===== src/rtl/uart_tx_buffered.sv =====
// 8N1 UART transmitter with a one-entry holding register.
// Define UART_TX_PARITY_EN to insert an even-parity bit before stop.
module uart_tx_buffered #(
  parameter int DBIT       = 8,
  parameter int OVERSAMPLE = 16,
  parameter int SB_TICK    = 16
) (
  input  logic            clk,
  input  logic            reset,
  input  logic            tick,
  input  logic            tx_start,
  input  logic [DBIT-1:0] din,
  output logic            tx,
  output logic            tx_done,
  output logic            busy,
  output logic            hold_full,
  output logic            overrun
);

  localparam int SMAX =
    (OVERSAMPLE > SB_TICK) ? OVERSAMPLE : SB_TICK;
  localparam int SW =
    (SMAX > 1) ? $clog2(SMAX) : 1;
  localparam int NW =
    (DBIT > 1) ? $clog2(DBIT) : 1;

  localparam logic [SW-1:0] S_BIT  =
    SW'(OVERSAMPLE - 1);
  localparam logic [SW-1:0] S_STOP =
    SW'(SB_TICK - 1);
  localparam logic [NW-1:0] N_LAST =
    NW'(DBIT - 1);

  typedef enum logic [2:0] {
    IDLE,
    START,
    DATA,
    PARITY,
    STOP
  } state_t;

  state_t          state;
  state_t          state_nxt;
  logic [SW-1:0]   s;
  logic [SW-1:0]   s_nxt;
  logic [NW-1:0]   n;
  logic [NW-1:0]   n_nxt;
  logic [DBIT-1:0] shreg;
  logic [DBIT-1:0] shreg_nxt;
  logic [DBIT-1:0] hold;
  logic [DBIT-1:0] hold_nxt;
  logic            hold_full_nxt;
  logic            done_nxt;
  logic            ovr_nxt;
  logic            tx_nxt;
  logic            busy_nxt;
  logic            stop_end;
`ifdef UART_TX_PARITY_EN
  logic            par;
  logic            par_nxt;
`endif

  // state, counters, data path and all outputs
  always_ff @(posedge clk) begin
    if (reset) begin
      state     <= IDLE;
      s         <= '0;
      n         <= '0;
      shreg     <= '0;
      hold      <= '0;
      hold_full <= 1'b0;
      tx        <= 1'b1;
      tx_done   <= 1'b0;
      busy      <= 1'b0;
      overrun   <= 1'b0;
`ifdef UART_TX_PARITY_EN
      par       <= 1'b0;
`endif
    end else begin
      state     <= state_nxt;
      s         <= s_nxt;
      n         <= n_nxt;
      shreg     <= shreg_nxt;
      hold      <= hold_nxt;
      hold_full <= hold_full_nxt;
      tx        <= tx_nxt;
      tx_done   <= done_nxt;
      busy      <= busy_nxt;
      overrun   <= ovr_nxt;
`ifdef UART_TX_PARITY_EN
      par       <= par_nxt;
`endif
    end
  end

  assign stop_end = (state == STOP) && tick
                 && (s == S_STOP);

  // frame sequencing plus holding-register arbitration
  always_comb begin
    state_nxt     = state;
    s_nxt         = s;
    n_nxt         = n;
    shreg_nxt     = shreg;
    hold_nxt      = hold;
    hold_full_nxt = hold_full;
    done_nxt      = 1'b0;
    ovr_nxt       = 1'b0;
    unique case (state)
      IDLE: begin
        if (tx_start) begin
          shreg_nxt = din;
          s_nxt     = '0;
          state_nxt = START;
        end
      end
      START: begin
        if (tick) begin
          if (s == S_BIT) begin
            s_nxt     = '0;
            n_nxt     = '0;
            state_nxt = DATA;
          end else begin
            s_nxt = s + 1'b1;
          end
        end
      end
      DATA: begin
        if (tick) begin
          if (s == S_BIT) begin
            s_nxt     = '0;
            shreg_nxt = shreg >> 1;
            if (n == N_LAST) begin
`ifdef UART_TX_PARITY_EN
              state_nxt = PARITY;
`else
              state_nxt = STOP;
`endif
            end else begin
              n_nxt = n + 1'b1;
            end
          end else begin
            s_nxt = s + 1'b1;
          end
        end
      end
`ifdef UART_TX_PARITY_EN
      PARITY: begin
        if (tick) begin
          if (s == S_BIT) begin
            s_nxt     = '0;
            state_nxt = STOP;
          end else begin
            s_nxt = s + 1'b1;
          end
        end
      end
`endif
      STOP: begin
        if (tick) begin
          if (s == S_STOP) begin
            done_nxt = 1'b1;
            s_nxt    = '0;
            if (hold_full) begin
              shreg_nxt     = hold;
              hold_full_nxt = 1'b0;
              state_nxt     = START;
            end else begin
              state_nxt = IDLE;
            end
          end else begin
            s_nxt = s + 1'b1;
          end
        end
      end
      default: begin
        state_nxt = IDLE;
      end
    endcase

    // a byte offered mid-frame is parked,
    // chained, or dropped
    if (tx_start && (state != IDLE)) begin
      if (stop_end) begin
        if (hold_full) begin
          hold_nxt      = din;
          hold_full_nxt = 1'b1;
        end else begin
          shreg_nxt = din;
          s_nxt     = '0;
          state_nxt = START;
        end
      end else if (!hold_full) begin
        hold_nxt      = din;
        hold_full_nxt = 1'b1;
      end else begin
        ovr_nxt = 1'b1;
      end
    end
  end

`ifdef UART_TX_PARITY_EN
  // parity latched whenever a byte enters shreg
  always_comb begin
    par_nxt = par;
    if (state_nxt == START) begin
      par_nxt = ^shreg_nxt;
    end
  end
`endif

  // line level and busy for the upcoming state
  always_comb begin
    tx_nxt   = 1'b1;
    busy_nxt = (state_nxt != IDLE);
    unique case (state_nxt)
      START: tx_nxt = 1'b0;
      DATA:  tx_nxt = shreg_nxt[0];
`ifdef UART_TX_PARITY_EN
      PARITY: tx_nxt = par_nxt;
`endif
      default: tx_nxt = 1'b1;
    endcase
  end

endmodule


===== config.mk =====
export PLATFORM = sky130hd
export DESIGN_NAME = uart_tx_buffered
export DESIGN_NICKNAME = d
export VERILOG_FILES = /design/src/rtl/uart_tx_buffered.sv
export SDC_FILE = /design/constraint.sdc
export NUM_CORES = 1
export LEC_CHECK = 0
export ABC_AREA = 1
export BUFFER_PORTS_ARGS = -buffer_cell sky130_fd_sc_hd__buf_2
export CORE_MARGIN = 3
export CORE_UTILIZATION = 47
export CTS_BUF_LIST = sky130_fd_sc_hd__clkbuf_4
export CTS_CLUSTER_SIZE = 30
export DETAILED_ROUTE_END_ITERATION = 10
export PLACE_DENSITY = 0.66
export SKIP_LAST_GASP = 1
export SLEW_MARGIN = 20
export SYNTH_ARGS = -nofsm -noshare
export SYNTH_HDL_FRONTEND = slang
export SYNTH_SLANG_ARGS = --single-unit

===== constraint.sdc =====
create_clock -name clk -period 1.79 [get_ports clk]
set_clock_uncertainty 0.15 [all_clocks]
set_input_delay 0.0895 -clock clk [delete_from_list [all_inputs] [get_ports clk]]
set_output_delay 0.0895 -clock clk [all_outputs]
set_load 0.01 [all_outputs]

==> reports/summary.log <==
qor: outcome.status finished clean
qor: power_and_ir_drop.comb_power_share 15.4%
qor: synth.synthDominantCellAreaShare 37.18%
qor: power_and_ir_drop.sw_frac_of_total 27.99%
qor: setup_path.crit_fanout 7
qor: synth.syn-mean-instance-area 6.984 sq um
qor: routing.detail_route_antenna_nets 0
qor: timing.hold_slack 0.07628 ns
qor: power_and_ir_drop.power.switching 385.9 uW
qor: global_routing.grt_max_degree 16
qor: finish.nets 295
qor: global_routing.wire_length_of_the_first_global_routing_pass 6568 um
qor: finish.fraction_of_final_layout_cells_sized_beyond_drive_strength_1 26.33%
qor: synth.syn_inst 239
qor: setup_path.cp-end-kind flip-flop
qor: floorplan.num_ports 17
qor: hold_path.holdCritPathClass primary input to flip-flop
qor: finish.antenna-diode-count 0
qor: power_and_ir_drop.power.leakage 1.017 nW
qor: routing.detailroute.via_count 1,601
qor: placement.pre_cts_ws -0.007915 ns
qor: clock_tree.max-clock-path-buffers 2
qor: clock_tree.path_clk_slew 0.09 ns
qor: power_and_ir_drop.irDropWorstVdd 0.4801 mV
qor: setup_path.kind_of_start_point_of_the_critical_path flip-flop
qor: synth.post_synth_main_area_contributors dfxtp_1 37%, nand2_1 12%, nand3_1 6.3%
qor: floorplan.chipWidth 65.59 um
qor: clock_tree.clock_tree_from_tritoncts built
qor: synth.synth-seq-cells 31
qor: timing.final_max_slew_viol_count 0
qor: power_and_ir_drop.share_seq_of_total_power 53.7%
qor: finish.num-fill-cells 327
qor: finish.multi_input_comb_area 957.2 sq um
qor: placement.dp_hpwl 2777 um
qor: global_routing.grt_antenna_before_repair 0
qor: power_and_ir_drop.clkPwrFrac 30.9%
qor: flow_run.timing.max_cap.violations 0
qor: timing.setup_viol 0
qor: floorplan.starting_density 49.24%
qor: timing.post-route-worst-setup-slack 0.07686 ns
qor: timing.hold_violations 0
qor: power_and_ir_drop.power_report.internal_total 992.8 uW
qor: timing.timing.fmax 0.5837 GHz
qor: power_and_ir_drop.cellPowerDensity 656.7 nW/um^2
qor: timing.period_minus_slack 1.713 ns
qor: finish.finish.utilization 61.94%
qor: floorplan.dieHeight 65.59 um
qor: routing.drc 0
qor: synth.synth_area_leader_cell dfxtp_1
qor: routing.detail_route.wirelength 3843 um
qor: clock_tree.inserted_clock_buffers 5
qor: floorplan.rows 21
qor: clock_tree.htree_levels 2
qor: placement.numPortBuffers 16
qor: global_routing.global_route.overflow_total 0
qor: routing.avgViaCountPerCell 4.896
qor: routing.initialDrtViolationCount 68
qor: setup_path.criticalPathCategory flip-flop to flip-flop
qor: global_routing.grt_pass1_vias 1,521
qor: synth.distinct_cell_type_count_after_synthesis 29
qor: timing.min_period_over_period 95.71%
qor: synth.postSynthNetCount 254
qor: setup_path.critPathRequiredTime 1.92 ns
qor: setup_path.critPathSlowestCell dfxtp_4
qor: clock_tree.clock_sinks 31
qor: finish.regArea 631.9 sq um
qor: finish.flow.area_growth_from_synthesis 25.79%
qor: synth.yosys_warnings 0
qor: timing.tightest_slew 0.4185 ns
qor: floorplan.core_area 3390 sq um
qor: synth.netlist_area 1669 sq um
qor: clock_tree.root_buffer clkbuf_4
qor: synth.seq_area_frac_synth 37.18%
qor: setup_path.arrival 1.84 ns
qor: placement.routabilityCongestion 0.8394
qor: power_and_ir_drop.post_layout_total_power 1.379 mW
qor: floorplan.total_die_area 4302 sq um
qor: setup_path.max_stage_delay 0.38 ns
qor: routing.drt_first_pass_iters 5
qor: global_routing.grtUsageTotal 20.06%
qor: routing.wire_per_inst 11.75 um
qor: setup_path.crit_chain ha_4 > nand2_4 > nor2_4 > buf_6 > nand2_4 > nor2_4 > inv_2 > o21ai_1 > o21ai_1 > nand2_1
qor: clock_tree.worstSkewPairLatency 0.33 ns
qor: timing.slew_headroom 72.07%
## through the flow
step / instances / TNS, ns / cell area, sq um
floorplan: 239 / 0 / 1669
global placement: 301 / 0 / 1812
detailed placement: 301 / -0.007915 / 1812
CTS: 319 / 0 / 1973
global route: 327 / -0.05025 / 2100
finish: 327 / 0 / 2100
## path summary, 6_finish.rpt
path / depth (start not counted) / slack [ns] / from / to
max: 10 / 0.08 / s[0] / shreg[6]
min: 4 / 0.08 / tick / s[2]
max reg2reg: 10 / 0.08 / s[0] / shreg[6]
min reg2reg: 2 / 0.30 / n[2] / n[2]
## layout make-up
class	count	area share (%)
multi-input cells	171	45.59
inverters	35	6.496
flip-flops and latches	31	30.10
repair buffers	36	12.34
clock inverters	1	0.2384
clock buffers	7	2.503
well taps	46	2.741
## flip-flops by register name (all words and copies together) (netlist names), 3 cells and up
| name | count |
|---|---|
| state | 3 |
| hold | 8 |
| n | 3 |
| s | 4 |
| shreg | 8 |
## worst max-delay path, delay by kind of cell, from the launching register on
family | cells | cell delay (ns)
simple gates | 5 | 0.59
buf+inv | 2 | 0.19
fa+ha+maj | 1 | 0.15
flops | 1 | 0.38
compound gates | 2 | 0.20
## cell families after synthesis
logic type      Yosys count  share of synthesized area (%)
mux                       1                         0.6746
compound gates           41                          13.94
flops                    31                          37.18
buf+inv                  37                          8.621
fa+ha+maj                 3                          2.249
simple gates            126                          37.33
## power groups by stage
stage	Sequential [mW]	Combinational, mW	Clock, mW
4_1_cts	0.741	0.199	0.430
5_1_grt	0.746	0.238	0.473
6_report	0.741	0.212	0.426
3_3_place_gp	0.757	0.180	0
3_5_place_dp	0.757	0.180	0
2_1_floorplan	0.758	0.122	0
## placed cells by master (no fill, tap or decap), drive strengths merged
master       Yosys  final
clkinv           0      1
nand4            3      3
nand2           61     61
dlygate4sd3      0     10
clkbuf           0      7
nor2            34     34
o21bai           1      1
nor3             3      3
mux2             1      1
o211a            1      1
buf              2     26
o211ai           1      1
a21boi           1      1
ha               3      3
nand3           24     24
or2              1      1
dfxtp           31     31
o21ai           20     20
inv             35     35
a21oi           17     17
## repair_timing
item                                    CTS  global route
setup buffers                             0             8
hold buffers                             10             0
pin swaps                                 1             8
endpoints found under the setup margin    8            23
gates resized for setup                   1            22
hold endpoints to repair                 23             0
## synth_stat cells (all sizes together)
master,count
nand2,61
inv,35
nor2,34
dfxtp,31
nand3,24
o21ai,20
a21oi,17
ha,3
nand4,3
nor3,3
buf,2
a21boi,1
mux2,1
o211a,1
o211ai,1
o21bai,1
or2,1
## routing by layer
layer	GRT usage, %	part of all wire (%)	vias to the layer above
met5	0	0	-
met4	6.736	1.2	0
met3	6.154	3.7	5
met2	33.38	47	27
met1	24.45	48	717
li1	-	-	852
(Power assumes the default switching activity.)
